==> src/rtl/flash_arbiter.sv <==
// flash_arbiter: two-port (A high priority, B low priority) arbiter in front of
// a single flash word reader. Issues one read at a time, retries with a fresh
// flash_cs edge if the reader never answers, and prevents B starvation.
// Optional macro FLASH_ARB_CACHE_EN adds a one-entry per-port read cache.
module flash_arbiter #(
  parameter int TIMEOUT = 15
) (
  input  logic        clk,
  input  logic        resetn,
  input  logic        flash_ready,
  input  logic        flash_busy,
  input  logic [15:0] flash_dout,
  output logic        flash_cs,
  output logic [21:0] flash_addr,
  input  logic        a_req,
  input  logic [21:0] a_addr,
  output logic        a_ack,
  output logic [15:0] a_data,
  input  logic        b_req,
  input  logic [21:0] b_addr,
  output logic        b_ack,
  output logic [15:0] b_data
);

  typedef enum logic [2:0] {IDLE, ISSUE, XFER, DONE, GAP} state_t;

  localparam logic [3:0] TLAST = 4'(TIMEOUT - 1);

  state_t     state, state_nxt;
  logic [3:0] tcnt, tcnt_nxt;   // ISSUE wait count, reused as GAP length count
  logic       cs_nxt;
  logic [2:0] starve;           // consecutive A grants while B waits
  logic       gnt_b;            // current flash grant belongs to B
  logic       pend_a, pend_b, pick_b;
  logic       grant, fin, take_a, take_b;
  logic       hit_a, hit_b;

  // A port is not pending in its own ack cycle
  assign pend_a = a_req & ~a_ack;
  assign pend_b = b_req & ~b_ack;
  assign pick_b = pend_b & (~pend_a | (starve == 3'd4));

`ifdef FLASH_ARB_CACHE_EN
  logic [21:0] a_tag, b_tag;
  logic        a_vld, b_vld;
  logic [15:0] a_cdat, b_cdat;

  assign hit_a = pend_a & a_vld & (a_addr == a_tag);
  assign hit_b = pend_b & b_vld & (b_addr == b_tag);

  // Every completed flash read refreshes the granted port's cache entry
  always_ff @(posedge clk or negedge resetn) begin
    if (!resetn) begin
      a_tag <= '0; a_vld <= 1'b0; a_cdat <= '0;
      b_tag <= '0; b_vld <= 1'b0; b_cdat <= '0;
    end else if (fin) begin
      if (gnt_b) begin
        b_tag <= flash_addr; b_vld <= 1'b1; b_cdat <= flash_dout;
      end else begin
        a_tag <= flash_addr; a_vld <= 1'b1; a_cdat <= flash_dout;
      end
    end
  end
`else
  assign hit_a = 1'b0;
  assign hit_b = 1'b0;
`endif

  // State, cs and timeout counter registers
  always_ff @(posedge clk or negedge resetn) begin
    if (!resetn) begin
      state    <= IDLE;
      tcnt     <= '0;
      flash_cs <= 1'b0;
    end else begin
      state    <= state_nxt;
      tcnt     <= tcnt_nxt;
      flash_cs <= cs_nxt;
    end
  end

  // Next state, cs level and the one-cycle event strobes
  always_comb begin
    state_nxt = state;
    tcnt_nxt  = tcnt;
    cs_nxt    = flash_cs;
    grant     = 1'b0;
    fin       = 1'b0;
    take_a    = 1'b0;
    take_b    = 1'b0;
    case (state)
      IDLE: begin
        if (hit_a) begin
          take_a    = 1'b1;
          state_nxt = DONE;
        end else if (hit_b) begin
          take_b    = 1'b1;
          state_nxt = DONE;
        end else if (flash_ready && (pend_a || pend_b)) begin
          grant     = 1'b1;
          cs_nxt    = 1'b1;
          tcnt_nxt  = '0;
          state_nxt = ISSUE;
        end
      end
      ISSUE: begin
        if (flash_busy) begin
          tcnt_nxt  = '0;
          state_nxt = XFER;
        end else if (tcnt == TLAST) begin
          tcnt_nxt  = '0;
          cs_nxt    = 1'b0;
          state_nxt = GAP;
        end else begin
          tcnt_nxt  = tcnt + 4'd1;
        end
      end
      XFER: begin
        if (!flash_busy) begin
          fin       = 1'b1;
          cs_nxt    = 1'b0;
          state_nxt = DONE;
        end
      end
      DONE: state_nxt = IDLE;
      GAP: begin
        // two low cycles so the reader sees a fresh rising edge
        if (tcnt == 4'd1) begin
          tcnt_nxt  = '0;
          cs_nxt    = 1'b1;
          state_nxt = ISSUE;
        end else begin
          tcnt_nxt  = tcnt + 4'd1;
        end
      end
      default: state_nxt = IDLE;
    endcase
  end

  // Grant latch, starvation counter, acks and per-port data registers
  always_ff @(posedge clk or negedge resetn) begin
    if (!resetn) begin
      flash_addr <= '0;
      gnt_b      <= 1'b0;
      starve     <= '0;
      a_ack      <= 1'b0;
      b_ack      <= 1'b0;
      a_data     <= '0;
      b_data     <= '0;
    end else begin
      if (grant) begin
        flash_addr <= pick_b ? b_addr : a_addr;
        gnt_b      <= pick_b;
      end
      if (!pend_b || (grant && pick_b))
        starve <= '0;
      else if (grant && starve != 3'd4)
        starve <= starve + 3'd1;
      a_ack <= (fin & ~gnt_b) | take_a;
      b_ack <= (fin & gnt_b) | take_b;
      if (fin && !gnt_b) a_data <= flash_dout;
      if (fin && gnt_b)  b_data <= flash_dout;
`ifdef FLASH_ARB_CACHE_EN
      if (take_a) a_data <= a_cdat;
      if (take_b) b_data <= b_cdat;
`endif
    end
  end

endmodule
==> config.mk <==
export PLATFORM = sky130hd
export DESIGN_NAME = flash_arbiter
export DESIGN_NICKNAME = d
export VERILOG_FILES = /design/src/rtl/flash_arbiter.sv
export SDC_FILE = /design/constraint.sdc
export NUM_CORES = 1
export LEC_CHECK = 0
export BUFFER_PORTS_ARGS = -buffer_cell sky130_fd_sc_hd__clkbuf_2
export CAP_MARGIN = 10
export CORE_MARGIN = 2
export CORE_UTILIZATION = 54
export CTS_BUF_LIST = sky130_fd_sc_hd__clkbuf_4 sky130_fd_sc_hd__clkbuf_8
export CTS_CLUSTER_DIAMETER = 100
export DETAILED_ROUTE_END_ITERATION = 8
export PLACE_DENSITY = 0.88
export SLEW_MARGIN = 25
export SYNTH_ARGS = -nofsm -noshare
export SYNTH_HDL_FRONTEND = slang
export SYNTH_SLANG_ARGS = --single-unit
==> constraint.sdc <==
create_clock -name clk -period 2.8 [get_ports clk]
set_clock_uncertainty 0.1 [all_clocks]
set_input_delay 0.7 -clock clk [delete_from_list [all_inputs] [get_ports clk]]
set_output_delay 0.7 -clock clk [all_outputs]
set_load 0.01 [all_outputs]
==> flow_summary.json, run 1 <==
{
  "cts_tree": "built",
  "p_comb_share_pct": 33.7,
  "crit_arrival_ns": 2.18,
  "yosysWarnings": 0,
  "min_path_type": "in -> async",
  "ctsHoldBuffers": 0,
  "ant_nets": 0,
  "p_int_mw": 2.75,
  "slowest_delay_ns": 0.68,
  "finalInstanceArea_sq_um": 4000,
  "relSlewSlack_pct": 52.2,
  "htree_levels": 3,
  "grt_overflow": 0,
  "grt_max_degree": 39,
  "core_area_sq_um": 5470,
  "track_usage_pct": 23.9,
  "cts.sinks": 68,
  "power_switching_mw": 1.38,
  "synth_cells": 251,
  "worstPathCellList": "and2b_1, nand2_1, nor2_4, mux2_2",
  "synthFlopType": "dfrtp_1",
  "power_frac_clock_pct": 25.9,
  "fin_tns_setup_ns": 0,
  "synth_edf_count": 0,
  "area_delta_synth_final_pct": 31.2,
  "std_cell_rows": 27,
  "max_cap_violations": 0,
  "rsz0062_at_grt": "false",
  "first_global_vias": 2473,
  "syn-num-nets": 319,
  "final_util_pct": 73.0,
  "cts_buffers": 9,
  "remaining_drc_errors": 0,
  "first_pass_iters": 5,
  "path_class": "reg -> reg",
  "gp_congestion": 0.802,
  "status": "completed",
  "total_power_mw": 4.13,
  "synth.area.top_cells": "dfrtp_1 (56%), mux2_2 (12%), mux2i_1 (7.6%)",
  "place_area_sq_um": 3730,
  "dpl.cell_count": 436,
  "yosysTopAreaCell": "dfrtp_1",
  "stdcell_count": 452,
  "insertion_delay_ns": 0.34,
  "worst_setup_path_end_kind": "flop",
  "die_w_um": 79.1,
  "place_ws_ns": 0.565,
  "syn_area_sq_um": 3050,
  "seq_power_share_pct": 40.4,
  "cp-start-kind": "flop",
  "slew_violations": 0,
  "finalCriticalPeriod_ns": 2.06,
  "tightest_slew_ns": 0.717,
  "synth-seq-cells": 68,
  "grt_pass1_wl_um": 11500,
  "drive_gt1_share_pct": 49.2,
  "initial_core_util_pct": 55.7,
  "cp.required_ns": 2.92,
  "port_buffers": 122,
  "setup_viol_count_final": 0,
  "layout_setup_ws_ns": 0.739,
  "finalHoldViolations": 0,
  "min_period_over_period_pct": 73.6,
  "crit_path_top_delay_cell": "dfrtp_1",
  "yosysSeqAreaShare_pct": 55.8,
  "clkTransAtPathRegs_ns": 0.08,
  "synth_common_cells": "dfrtp_1 (68), mux2_2 (33), nand2_1 (29)",
  "vias_per_cell": 5.30,
  "dpl.hpwl_um": 5180,
  "antenna_found_initial": 0,
  "wirelength_um": 7080,
  "routedWlPerCell_um": 15.7,
  "post_cts_resized": 0,
  "max-vdd-ir-drop_mv": 0.643,
  "avgSynthCellArea_sq_um": 12.1,
  "die_area_sq_um": 6260,
  "power.leakage_nw": 2.05,
  "synth_top_area_share_pct": 55.8,
  "holdWs_ns": 0.303,
  "fin_nets": 443,
  "p_per_area_nw_per_um2": 1030,
  "fmax_mhz": 485,
  "cts_setup_buffers": 0,
  "crit_fanout": 18,
  "ios": 123,
  "synth_cell_type_count": 42,
  "sw_frac_of_total_pct": 33.3,
  "async_reset_ff_share_pct": 100,
  "via_count": 2394,
  "die_y_um": 79.1,
  "synth_most_common_cell": "dfrtp_1",
  "drt_iter0_markers": 160,
  "clock_path_buffers": 2,
  "clockRootBuffer": "clkbuf_8",
  "diodes": 0
}
==> worst max-delay path: cells and delay by family (launching register included) <==
family	cells	cell delay, ns
multiplexers	1	0.40
AND/OR/NAND/NOR	3	0.76
flip-flops	1	0.68
==> per-layer routing <==
metal / track usage (%) / up-vias / share of wire (%)
met1: 27.0 / 1156 / 40
met3: 7.73 / 13 / 6.6
li1: - / 1135 / -
met5: 0 / - / 0
met2: 41.9 / 90 / 51
met4: 9.48 / 0 / 1.7
==> kinds of logic after synthesis <==
logic type,after synthesis,synth area share [%]
compound gates,45,9.16
fa+ha+maj,2,0.821
buf+inv,18,2.87
flops,68,55.8
mux,56,19.7
simple gates,62,11.6
==> power by group through the flow <==
stage	registers, mW	clock network [mW]	logic, mW
after floorplan	1.78	0	0.685
final	1.67	1.07	1.39
after CTS	1.67	1.09	1.41
after global routing	1.73	1.12	1.52
after detailed placement	1.68	0	1.40
after global placement	1.65	0	1.35
==> flip-flops by register name, summed over array words and instances, names as in the netlist <==
register    count
flash_addr     22
a_data         16
b_data         16
tcnt            4
starve          3
state           3
a_ack           1
b_ack           1
flash_cs        1
gnt_b           1
==> layout by cell type, fill, tap and decap left out, types with 2 or more instances in the layout <==
cell and instances:
nand2b_1 7, nand3b_1 2, dfrtp_1 68, inv_1 5, ha_1 2, buf_4 3, mux2_2 33, o21ai_0 24
nor2b_1 3, clkbuf_2 121, mux2i_1 23, nor4b_1 2, clkbuf_8 9, nor3_1 2, a211o_1 3, nand2_1 29
bufinv_16 4, nor4_1 2, o22ai_1 2, a21oi_1 8
==> final timing paths <==
kind | start | endpoint | slack (ns) | depth (start not counted)
worst max-delay path | state[1]$_DFFE_PN0P_ | a_data[5]$_DFFE_PN0P_ | 0.74 | 4
worst min-delay path | resetn | flash_addr[4]$_DFFE_PN0N_ | 0.30 | 1
worst max register to register | state[1]$_DFFE_PN0P_ | a_data[5]$_DFFE_PN0P_ | 0.74 | 4
worst min register to register | flash_addr[1]$_DFFE_PN0N_ | flash_addr[1]$_DFFE_PN0N_ | 0.38 | 2
max in group asynchronous | resetn | flash_addr[3]$_DFFE_PN0N_ | 1.63 | 2
min in group clk | flash_addr[1]$_DFFE_PN0N_ | flash_addr[1]$_DFFE_PN0N_ | 0.38 | 2
==> area by class of cell <==
| type | instances | area [sq um] |
|---|---|---|
| clock buffers | 10 | 131 |
| clock inverters | 6 | 136 |
| fillers | 399 | 1480 |
| inverters | 5 | 18.8 |
| multi-input cells | 165 | 1270 |
| flip-flops and latches | 68 | 1700 |
| well taps | 72 | 90.1 |
| repair buffers | 126 | 653 |
Note: power is estimated with default switching activity, not from simulation.
==> run 2, diff against run 1 <==
--- a/config.mk
+++ b/config.mk
@@ -5,14 +5,15 @@
 export SDC_FILE = /design/constraint.sdc
 export NUM_CORES = 1
 export LEC_CHECK = 0
+export ABC_AREA = 1
 export BUFFER_PORTS_ARGS = -buffer_cell sky130_fd_sc_hd__clkbuf_2
 export CAP_MARGIN = 10
 export CORE_MARGIN = 2
-export CORE_UTILIZATION = 54
+export CORE_UTILIZATION = 46
 export CTS_BUF_LIST = sky130_fd_sc_hd__clkbuf_4 sky130_fd_sc_hd__clkbuf_8
 export CTS_CLUSTER_DIAMETER = 100
 export DETAILED_ROUTE_END_ITERATION = 8
-export PLACE_DENSITY = 0.88
+export PLACE_DENSITY = 0.79
 export SLEW_MARGIN = 25
 export SYNTH_ARGS = -nofsm -noshare
 export SYNTH_HDL_FRONTEND = slang
==> constraint.sdc (replaced) <==
create_clock -name clk -period 1.7 [get_ports clk]
set_clock_uncertainty 0.1 [all_clocks]
set_input_delay 0.425 -clock clk [delete_from_list [all_inputs] [get_ports clk]]
set_output_delay 0.425 -clock clk [all_outputs]
set_load 0.01 [all_outputs]
==> run 2 against run 1 <==
Global-route usage is 3.8 points lower. Clock power is 24% higher. Cell count is 28% higher. Combinational power is 94% higher. Flip-flop and latch count stayed put. Critical endpoint is now flash_addr[11]$_DFFE_PN0N_. Largest power group is now combinational logic.
==> flow_summary.json, run 2 <==
{
  "status": "completed",
  "drt_iter0_markers": 125,
  "fmax_mhz": 602,
  "gp_congestion": 0.869,
  "die_y_um": 87.2,
  "remaining_drc_errors": 0,
  "die_area_sq_um": 7600,
  "syn-num-nets": 432,
  "synth-seq-cells": 68,
  "grt_pass1_wl_um": 12100,
  "ios": 123,
  "power.leakage_nw": 2.29,
  "dpl.hpwl_um": 5360,
  "synth_edf_count": 0,
  "die_w_um": 87.2,
  "yosysSeqAreaShare_pct": 53.4,
  "yosysWarnings": 0,
  "antenna_found_initial": 0,
  "crit_path_top_delay_cell": "dfrtp_1",
  "first_pass_iters": 4,
  "port_buffers": 122,
  "crit_family": "flip-flops",
  "finalCriticalPeriod_ns": 1.66,
  "clock_path_buffers": 2,
  "final_common_cell": "clkbuf_2",
  "cts.sinks": 68,
  "slowest_delay_ns": 0.40,
  "worst_setup_path_end_kind": "flop",
  "ff2ff_path_depth": 8,
  "path_buf_inv": 2,
  "vias_per_cell": 4.96,
  "path_class": "reg -> reg",
  "yosysTopAreaCell": "dfrtp_1",
  "synthFlopType": "dfrtp_1",
  "insertion_delay_ns": 0.33,
  "regMostFlops": "flash_addr",
  "setup_viol_count_final": 0,
  "p_per_area_nw_per_um2": 1600,
  "worstPathCellList": "inv_2, ha_4, nand2_2, nand3_2, nand2_4, clkinvlp_4, o21ai_2, o21ai_2",
  "wirelength_um": 7730,
  "dpl.cell_count": 561,
  "clockRootBuffer": "clkbuf_8",
  "relSlewSlack_pct": 76.2,
  "cp.required_ns": 1.82,
  "multi_input_area_sq_um": 1260,
  "crit_arrival_ns": 1.78,
  "synth_most_common_cell": "nand2_1",
  "cp_common_cell": "o21ai_2",
  "avgSynthCellArea_sq_um": 8.75,
  "stdcell_count": 580,
  "area_delta_synth_final_pct": 31.8,
  "diodes": 0,
  "synth.area.top_cells": "dfrtp_1 (53%), nand2_1 (11%), o21ai_1 (7.5%)",
  "first_global_vias": 2791,
  "crit_fanout": 6,
  "cts_buffers": 9,
  "tightest_slew_ns": 0.357,
  "cp-start-kind": "flop",
  "routedWlPerCell_um": 13.3,
  "path_depth": 8,
  "fillers": 582,
  "cts_tree": "built",
  "synth_cells": 364,
  "mostFrequentLayoutCells": "clkbuf_2 (121), nand2_1 (91), dfrtp_1 (68)",
  "largest_reg_flops": 22,
  "min_path_type": "in -> async",
  "initial_core_util_pct": 47.1,
  "max-vdd-ir-drop_mv": 0.883,
  "async_reset_ff_share_pct": 100,
  "ant_nets": 0,
  "synth_top_area_share_pct": 53.4,
  "track_usage_pct": 20.2,
  "grt_overflow": 0,
  "synth_common_cells": "nand2_1 (92), dfrtp_1 (68), o21ai_1 (48)",
  "min_period_over_period_pct": 97.6,
  "std_cell_rows": 30,
  "fin_nets": 565,
  "finalHoldViolations": 0,
  "max_cap_violations": 0,
  "via_count": 2876,
  "reg_top3": "flash_addr (22), a_data (16), b_data (16)",
  "syn_area_sq_um": 3180,
  "total_power_mw": 6.70,
  "grt_max_degree": 69,
  "synth_cell_type_count": 26,
  "core_area_sq_um": 6760,
  "slew_violations": 0,
  "htree_levels": 3,
  "clkTransAtPathRegs_ns": 0.07,
  "ff_latch_area_sq_um": 1700,
  "drive_gt1_share_pct": 37.6,
  "ctsHoldBuffers": 0
}
## run 2: cell types whose count changed after synthesis, moves of 8 or more
cell     previous run  this run
buf_6               0         8
inv_1               5        35
mux2_2             33         0
mux2i_1            23         0
nand2_1            29        92
nor2_1              1        36
o21ai_1             0        48
o21ai_2             0        13
## run 2: cell type report
| class | count | share of cell area, % |
|---|---|---|
| Sequential cell | 68 | 40.5 |
| Multi-Input combinational cell | 243 | 29.9 |
| Timing Repair Buffer | 133 | 18.4 |
| Clock buffer | 12 | 3.79 |
| Inverter | 39 | 3.58 |
| Tap cell | 80 | 2.38 |
| Clock inverter | 2 | 0.835 |
| Timing Repair inverter | 3 | 0.537 |
## run 2: power breakdown
part / switching [mW] / total (mW) / internal (mW)
Sequential: 0.400 / 2.68 / 2.28
Clock: 0.573 / 1.33 / 0.756
Combinational: 1.58 / 2.69 / 1.11
## run 2: final timing paths
path	start	endpoint	slack [ns]
worst max-delay path	starve[1]$_DFFE_PN0P_	flash_addr[11]$_DFFE_PN0N_	0.04
worst min-delay path	resetn	a_data[7]$_DFFE_PN0P_	0.001
worst max register to register	starve[1]$_DFFE_PN0P_	flash_addr[11]$_DFFE_PN0N_	0.04
worst min register to register	flash_cs$_DFFE_PN0P_	flash_cs$_DFFE_PN0P_	0.37
max in group asynchronous	resetn	state[0]$_DFFE_PN0P_	1.22
min in group clk	flash_dout[1]	a_data[1]$_DFFE_PN0P_	0.23
## run 2: cell families (layout without fill, tap and decap cells)
| group | after synthesis | after routing | share of synthesized area [%] |
|---|---|---|---|
| XOR/XNOR | 1 | 1 | 0.275 |
| buffers and inverters | 53 | 189 | 8.37 |
| flip-flops | 68 | 68 | 53.4 |
| adder cells (fa/ha/maj) | 2 | 2 | 0.786 |
| AO/OA/AOI/OAI | 87 | 87 | 15.4 |
| AND/OR/NAND/NOR | 153 | 153 | 21.7 |
## run 2: metrics by stage
stage / hold WS (ns) / setup TNS [ns] / util [%] / instance area (sq um) / setup slack, ns
CTS: 0.00522 / -0.141 / 60.7 / 4100 / -0.0330
global placement: 0.367 / 0 / 57.6 / 3890 / 0.0214
finish: 0.00123 / 0 / 62.1 / 4200 / 0.0400
detailed placement: 0.364 / -0.785 / 57.6 / 3890 / -0.117
floorplan: 0.0294 / 0 / - / 3180 / 0.216
global route: 0.0245 / -0.000317 / 62.1 / 4200 / -0.000208
## run 2: what timing repair did
item                       in CTS  in global routing
pin swaps                       0                  3
gates cloned                    1                  3
gates resized for setup         3                 23
setup endpoints to repair      21                 26
buffers inserted                0                  1
## run 2: metal layers
layer | part of all wire (%) | vias up | track usage [%]
met5 | 0 | - | 0
met3 | 7.9 | 9 | 7.20
li1 | - | 1431 | -
met1 | 42 | 1330 | 25.8
met4 | 0.96 | 0 | 6.99
met2 | 49 | 106 | 31.9
==> run 3, diff against run 2 <==
--- a/config.mk
+++ b/config.mk
@@ -5,15 +5,13 @@
 export SDC_FILE = /design/constraint.sdc
 export NUM_CORES = 1
 export LEC_CHECK = 0
-export ABC_AREA = 1
 export BUFFER_PORTS_ARGS = -buffer_cell sky130_fd_sc_hd__clkbuf_2
 export CAP_MARGIN = 10
 export CORE_MARGIN = 2
-export CORE_UTILIZATION = 46
+export CORE_UTILIZATION = 45
 export CTS_BUF_LIST = sky130_fd_sc_hd__clkbuf_4 sky130_fd_sc_hd__clkbuf_8
-export CTS_CLUSTER_DIAMETER = 100
 export DETAILED_ROUTE_END_ITERATION = 8
-export PLACE_DENSITY = 0.79
+export PLACE_DENSITY = 0.78
 export SLEW_MARGIN = 25
 export SYNTH_ARGS = -nofsm -noshare
 export SYNTH_HDL_FRONTEND = slang
==> run 3 against run 2 <==
The flow now finishes with violations (setup timing). Total power fell by 3.9%. Fmax fell by 4.9%. Clock power fell by 14%. Routed wire length fell by 8.3%. Cell count fell by 17%. Via count fell by 14%. Register-to-register slack got worse by 0.09 ns. Largest power group is now sequential cells. Core utilization rose by 3.5 points. Count of clock-buffer cells in the layout fell by 3. Final area rose by 0.92%. Sequential share of layout area fell by 0.31 points. Worst hold slack improved by 0.22 ns.
==> flow_summary.json, run 3 (same netlist as run 1, synthesis figures left out) <==
{
  "path_depth": 4,
  "dpl.cell_count": 457,
  "crit_family": "simple AND/OR/NAND/NOR gates",
  "max_cap_violations": 0,
  "stdcell_count": 481,
  "cts.sinks": 68,
  "via_count": 2472,
  "p_comb_share_pct": 40.6,
  "htree_levels": 3,
  "remaining_drc_errors": 0,
  "die_y_um": 86.3,
  "drt_iter0_markers": 96,
  "clkTransAtPathRegs_ns": 0.07,
  "rsz0062_at_grt": "true",
  "antenna_found_initial": 0,
  "first_global_vias": 2477,
  "cp.required_ns": 1.83,
  "seq_power_share_pct": 41.7,
  "crit_fanout": 5,
  "r2r_slack_ns": -0.05,
  "regMostFlops": "flash_addr",
  "worstPathCellList": "or4b_4, a22oi_4, nor4b_1, a211o_1",
  "ios": 123,
  "crit_path_top_delay_cell": "or4b_4",
  "die_w_um": 86.3,
  "crit_path_end": "tcnt[1]$_DFFE_PN0P_",
  "tightest_slew_ns": 0.351,
  "min_path_type": "in -> reg",
  "reg2reg_to": "tcnt[1]$_DFFE_PN0P_",
  "dpl.hpwl_um": 4760,
  "finalCriticalPeriod_ns": 1.75,
  "gp_congestion": 0.737,
  "p_per_area_nw_per_um2": 1520,
  "worst_setup_path_end_kind": "flop",
  "initial_core_util_pct": 47.2,
  "diodes": 0,
  "std_cell_rows": 29,
  "vias_per_cell": 5.14,
  "fin_nets": 468,
  "place_ws_ns": -0.0644,
  "power_frac_clock_pct": 17.7,
  "slowest_delay_ns": 0.57,
  "track_usage_pct": 19.0,
  "insertion_delay_ns": 0.35,
  "core_area_sq_um": 6460,
  "slew_violations": 0,
  "clockRootBuffer": "clkbuf_8",
  "crit_arrival_ns": 1.88,
  "sw_frac_of_total_pct": 35.9,
  "die_area_sq_um": 7450,
  "path_class": "reg -> reg",
  "ff2ff_path_depth": 4,
  "fmax_mhz": 573,
  "violations": "setup timing",
  "finalHoldViolations": 0,
  "grt_max_degree": 69,
  "total_power_mw": 6.43,
  "drive_gt1_share_pct": 55.2,
  "routedWlPerCell_um": 14.7,
  "cts_buffers": 9,
  "min_period_over_period_pct": 103,
  "startpoint": "tcnt[2]$_DFFE_PN0P_",
  "port_buffers": 122,
  "clock_path_buffers": 2,
  "ant_nets": 0,
  "mostFrequentLayoutCells": "clkbuf_2 (121), dfrtp_1 (66), mux2_2 (33)",
  "area_delta_synth_final_pct": 39.0,
  "power_switching_mw": 2.31,
  "p_int_mw": 4.12,
  "setup_viol_count_final": 12,
  "path_buf_inv": 0,
  "largest_reg_flops": 22,
  "final_util_pct": 65.6,
  "status": "finished, violations left",
  "reg_top3": "flash_addr (22), a_data (16), b_data (16)",
  "grt_overflow": 0,
  "cts_tree": "built",
  "relSlewSlack_pct": 76.6,
  "layout_setup_ws_ns": -0.0453,
  "fillers": 526,
  "grt_pass1_wl_um": 11000,
  "power.leakage_nw": 2.16,
  "final_common_cell": "clkbuf_2",
  "holdWs_ns": 0.219,
  "cp-start-kind": "flop",
  "max-vdd-ir-drop_mv": 1.01,
  "r2r-start": "tcnt[2]$_DFFE_PN0P_",
  "first_pass_iters": 5,
  "wirelength_um": 7090
}
==> run 3: cell types whose count changed in the layout (fill, tap and decap cells not counted), sizes merged, moves of 3 or more <==
| cell | delta |
|---|---|
| nand3 | -9 |
| a211o | +3 |
| nand2 | -67 |
| inv | -31 |
| buf | +16 |
| nor2 | -37 |
| mux2i | +23 |
| nor3 | +3 |
| o21ai | -56 |
| a21oi | +5 |
| mux2 | +33 |
| nand4 | -5 |
| nand2b | +7 |
| nor2b | +3 |
==> run 3: final cells by class <==
cell class | count | area (sq um) | share of cell area [%]
inverters | 5 | 18.8 | 0.443
repair buffers | 151 | 932 | 22.0
clock inverters | 6 | 41.3 | 0.975
well taps | 77 | 96.3 | 2.27
flip-flops and latches | 68 | 1700 | 40.2
clock buffers | 9 | 124 | 2.92
multi-input cells | 165 | 1320 | 31.2
==> run 3: through the flow <==
step	area [sq um]	setup TNS, ns
3_3_place_gp	3910	-0.0708
4_1_cts	4100	-0.0904
5_1_grt	4240	-2.32
3_5_place_dp	3910	-0.186
6_report	4240	-0.277
2_1_floorplan	3050	-0.0513
==> run 3: how the worst min path moves through the flow <==
| stage | end | from | cells after the start | slack (ns) |
|---|---|---|---|---|
| floorplan | a_ack$_DFF_PN0_ | resetn | 0 | 0.03 |
| global placement | flash_addr[6]$_DFFE_PN0N_ | flash_addr[6]$_DFFE_PN0N_ | 2 | 0.36 |
| detailed placement | flash_addr[10]$_DFFE_PN0N_ | resetn | 2 | 0.37 |
| CTS | b_data[8]$_DFFE_PN0P_ | flash_dout[8] | 2 | 0.21 |
| global route | b_data[12]$_DFFE_PN0P_ | flash_dout[12] | 2 | 0.20 |
| finish | b_data[13]$_DFFE_PN0P_ | flash_dout[13] | 2 | 0.22 |
==> run 3: power groups by stage <==
stage | Sequential (mW) | Combinational [mW] | Clock, mW
global route | 2.77 | 2.87 | 1.26
global placement | 2.66 | 2.44 | 0
detailed placement | 2.70 | 2.49 | 0
finish | 2.68 | 2.61 | 1.14
CTS | 2.68 | 2.52 | 1.18
floorplan | 2.94 | 1.13 | 0
==> run 3: what timing repair did <==
item / CTS / global route
pin swaps: 3 / 6
setup buffers: 1 / 4
setup endpoints to repair: 4 / 29
gates resized for setup: 2 / 36
hold buffers: 1 / 0
gates cloned: 0 / 3
hold endpoints to repair: 26 / 0
==> run 3: layer usage <==
| layer | vias up | part of all wire [%] | routed length [um] | track usage (%) |
|---|---|---|---|---|
| met3 | 12 | 6.6 | 467 | 7.81 |
| met4 | 0 | 1.4 | 100 | 6.11 |
| met1 | 1200 | 41 | 2910 | 21.9 |
| met2 | 75 | 51 | 3610 | 32.2 |
| li1 | 1185 | - | - | - |
| met5 | - | 0 | 0 | 0 |
